[src/rtl/seg_scan_controller.sv]
// Scans a 4-digit 7-segment display, swapping the shown value only at frame ends.
// Define SEG_LEADING_ZERO_BLANK_EN to blank leading zero digits.
module seg_scan_controller #(
  parameter int SCAN_DIV = 100000
) (
  input  logic        sysclk,
  input  logic        reset,
  input  logic [15:0] cpu_val,
  input  logic        cpu_we,
  input  logic [15:0] dbg_val,
  input  logic        sel_dbg,
  output logic [7:0]  Cathodes,
  output logic [3:0]  AN,
  output logic        frame_done
);

  localparam int CW = $clog2(SCAN_DIV);
  localparam logic [CW-1:0] LAST = CW'(SCAN_DIV - 1);

  logic [15:0]   cpu_reg;
  logic [15:0]   shown;
  logic [CW-1:0] div_cnt;
  logic [1:0]    digit;

  logic          wrap;
  logic          boundary;
  logic [3:0]    nib;
  logic [6:0]    seg;
  logic          blank;
  logic [3:0]    an_nx;
  logic [7:0]    cat_nx;

  assign wrap     = (div_cnt == LAST);
  assign boundary = wrap && (digit == 2'd3);
  assign nib      = shown[4*digit +: 4];

  always_comb begin
    seg = 7'h7F;
    unique case (nib)
      4'h0: seg = 7'h40;
      4'h1: seg = 7'h79;
      4'h2: seg = 7'h24;
      4'h3: seg = 7'h30;
      4'h4: seg = 7'h19;
      4'h5: seg = 7'h12;
      4'h6: seg = 7'h02;
      4'h7: seg = 7'h78;
      4'h8: seg = 7'h00;
      4'h9: seg = 7'h10;
      4'hA: seg = 7'h08;
      4'hB: seg = 7'h03;
      4'hC: seg = 7'h46;
      4'hD: seg = 7'h21;
      4'hE: seg = 7'h06;
      4'hF: seg = 7'h0E;
    endcase
  end

`ifdef SEG_LEADING_ZERO_BLANK_EN
  // Digit 0 is never blanked so a zero value still shows "0".
  always_comb begin
    blank = 1'b0;
    unique case (digit)
      2'd3: blank = (shown[15:12] == 4'h0);
      2'd2: blank = (shown[15:8] == 8'h00);
      2'd1: blank = (shown[15:4] == 12'h000);
      2'd0: blank = 1'b0;
    endcase
  end
`else
  assign blank = 1'b0;
`endif

  always_comb begin
    an_nx  = 4'b1111;
    cat_nx = 8'hFF;
    if (div_cnt != '0) begin
      an_nx = ~(4'b0001 << digit);
      if (!blank) cat_nx = {1'b1, seg};
    end
  end

  always_ff @(posedge sysclk) begin
    if (reset) begin
      cpu_reg    <= '0;
      shown      <= '0;
      div_cnt    <= '0;
      digit      <= '0;
      AN         <= 4'b1111;
      Cathodes   <= 8'hFF;
      frame_done <= 1'b0;
    end else begin
      if (cpu_we) cpu_reg <= cpu_val;
      div_cnt <= wrap ? '0 : div_cnt + 1'b1;
      if (wrap) digit <= digit + 2'd1;
      // cpu_reg here is the pre-edge value, so a boundary write waits a frame.
      if (boundary) shown <= sel_dbg ? dbg_val : cpu_reg;
      frame_done <= boundary;
      AN         <= an_nx;
      Cathodes   <= cat_nx;
    end
  end

endmodule

[config.mk]
export PLATFORM = sky130hd
export DESIGN_NAME = seg_scan_controller
export DESIGN_NICKNAME = d
export VERILOG_FILES = /design/src/rtl/seg_scan_controller.sv
export SDC_FILE = /design/constraint.sdc
export NUM_CORES = 1
export LEC_CHECK = 0
export ABC_AREA = 1
export ABC_CLOCK_PERIOD_IN_PS = 4410
export CAP_MARGIN = 15
export CORE_AREA = 2 2 71 86
export DETAILED_ROUTE_END_ITERATION = 6
export DIE_AREA = 0 0 73 88
export PLACE_DENSITY = 0.85
export SLEW_MARGIN = 5
export SYNTH_ARGS = -nofsm -noshare
export SYNTH_HDL_FRONTEND = slang
export SYNTH_SLANG_ARGS = --single-unit
[constraint.sdc]
create_clock -name sysclk -period 4.41 [get_ports sysclk]
set_clock_uncertainty 0.05 [all_clocks]
set_input_delay 1.1025 -clock sysclk [delete_from_list [all_inputs] [get_ports sysclk]]
set_output_delay 1.1025 -clock sysclk [all_outputs]
set_load 0.01 [all_outputs]
==> impl_metrics.toml <==
[run_status]
status = "complete, no violations"

[hold_path]
holdPathStages = 2
hold_class = "register to register"

[setup_path]
path_class = "primary input to register"
critPathSlowestCell = "clkdlybuf4s50_1"
startpoint_type = "primary input"
worst_setup_path_end_kind = "register"
path_depth = 4
crit_top_cell = "nor2_1"
worst-path-buf-inv = 1
crit_fanout = 32
crit_arrival_ps = 2600
critical_path_required_ps = 4590
cpPeakStageDelay_ps = 1040
crit_family = "buffers and inverters"
rr_worst_depth = 10
crit_chain = "clkdlybuf4s50_1, o21ai_0, nor2_1, nor2_1"

[yosys]
ys_ff_latch = 63
synth_flop_cell = "dfxtp_1"
synth_edf_count = 0
syn_area_sq_um = 3150
synth_fp_nets = 515
async_reset_ff_share_pct = 0
ys_warn_count = 0
syn_area_per_cell_sq_um = 6.74
ys_seq_area_share_pct = 40.0
synth.distinct_cells = 28
synth_cells = 467

[sta]
max_freq_mhz = 414
setup_viol = 0
period_share_pct = 54.8
min_period_ps = 2420
tightest_slew_ps = 865
rsz0062_at_grt = "no"
slew_viol_final = 0
setup_ws_ps = 1990
max_slew_margin_pct = 42.2
hold_viol_final = 0
fin_tns_setup_ps = 0

[drt]
dr.pass1.iters = 5
drt_wl_total_microns = 6250
wire_per_inst_microns = 10.8
drt_iter0_drc = 162
vias = 2893
via_per_inst = 4.99
drtAntennaViolNets = 0
drc_errors = 0

[global_routing]
grt_usage_pct = 21.0
grt_pass1_vias = 2563
grt_max_degree = 38
grt-ovfl-total = 0
grt_pass1_wl_microns = 10500
antenna_found_initial = 0

[clock_network]
postCtsHoldBufs = 0
postCtsSetupBuffers = 0
clk_pin_slew_ps = 70
cts_root_buf = "clkbuf_8"
cts.sinks = 63
cts_tree = "done"
clk-insertion-delay-late_ps = 340
cts_buffers = 9
htree_levels = 3
cts_resized = 0
clk_path_buf_depth = 2

[placed_design]
io_buffers = 47
dp_hpwl_microns = 4420
gp_congestion = 0.906
preCtsSetupSlack_ps = 1650
dpl_cell_area_sq_um = 3620

[finish]
largest_reg_flops = 17
layout_commonest_cell = "nand2_1"
nNetsFinal = 559
finalInstanceArea_sq_um = 3830
layout-drive-gt1-share_pct = 6.01
area_delta_synth_final_pct = 21.5
final_cell_mix = "nand2_1 (126), dfxtp_1 (63), inv_1 (60)"
num_antenna_cells = 0

[floorplanning]
fp.dieW_microns = 73
chipHeight_microns = 88
die-area_sq_um = 6420
num_rows = 30
io_pins = 49
initial_core_util_pct = 56.3
core_area_sq_um = 5590

[power]
ir_worst_vdd_mv = 0.214
p_leak_nw = 1.68
cellPowerDensity_nw_per_um2 = 316

[job]
max_cap_viol_count = 0
==> metrics by stage <==
stage	hold slack, ps	power [mW]	utilization, %	instances
after global routing	415	1.25	68.4	580
after CTS	404	1.22	68.4	580
after global placement	388	0.705	64.7	564
after detailed placement	390	0.707	64.7	564
final	403	1.21	68.4	580
after floorplan	376	0.655	-	467
==> routing by layer <==
| metal | vias to the layer above | share of wire [%] | wire (microns) | track usage, % |
|---|---|---|---|---|
| met5 | - | 0 | 0 | 0 |
| met1 | 1239 | 45 | 2820 | 24.0 |
| li1 | 1552 | - | - | - |
| met3 | 14 | 4.6 | 289 | 5.41 |
| met2 | 88 | 48 | 2980 | 35.3 |
| met4 | 0 | 2.6 | 162 | 12.0 |
==> area by class of cell <==
cell class / instances / area, sq um
fill: 487 / 1770
multi-input combinational: 323 / 1550
sequential: 63 / 1260
timing repair buffer: 48 / 478
inverter: 66 / 250
clock buffer: 13 / 169
tap: 64 / 80.1
clock inverter: 3 / 40.0
==> worst min-delay path: cells and delay by family, from the launching register on <==
family | cells | cell delay (ps)
buffers and inverters | 1 | 50
DFF | 1 | 300
AOI/OAI and AO/OA | 1 | 60
==> cell families (layout without fill, tap and decap cells) <==
logic type	count (synthesis)	in the layout	synth area share, %
and+or+nand+nor	243	243	33.3
DFF	63	63	40.0
buffers and inverters	81	130	10.8
adders and majority gates	12	12	4.77
AOI/OAI and AO/OA	65	65	10.4
other	1	1	0.119
xor gates and xnor gates	2	2	0.556
==> path summary, 6_finish.rpt <==
path	startpoint	end	slack (ps)
worst max-delay path	sel_dbg	shown[14]$_SDFFE_PP0P_	1990
worst min-delay path	cpu_reg[7]$_SDFFE_PP0P_	cpu_reg[7]$_SDFFE_PP0P_	400
worst max register to register	digit[0]$_SDFFE_PP0N_	Cathodes[0]$_SDFF_PP1_	2430
worst min register to register	cpu_reg[7]$_SDFFE_PP0P_	cpu_reg[7]$_SDFFE_PP0P_	400
==> power by group <==
part	switching, mW	internal, mW	leakage [nW]
Sequential	0.00595	0.588	0.514
Clock	0.210	0.305	0.109
Combinational	0.0462	0.0539	1.06
Total	0.262	0.947	1.68
==> synthesized netlist by cell type, drive strengths merged (2+ instances only) <==
cell type,n,area (sq um)
buf,8,63.8
clkinv,2,7.51
xor2,2,17.5
nor3,9,67.6
dfxtp,63,1260
nor2,61,239
nand2,131,504
a21oi,26,130
clkbuf,7,26.3
nand3,34,188
inv,64,243
nand4,6,37.5
ha,12,150
o21ai,38,190
(Power assumes the default switching activity.)
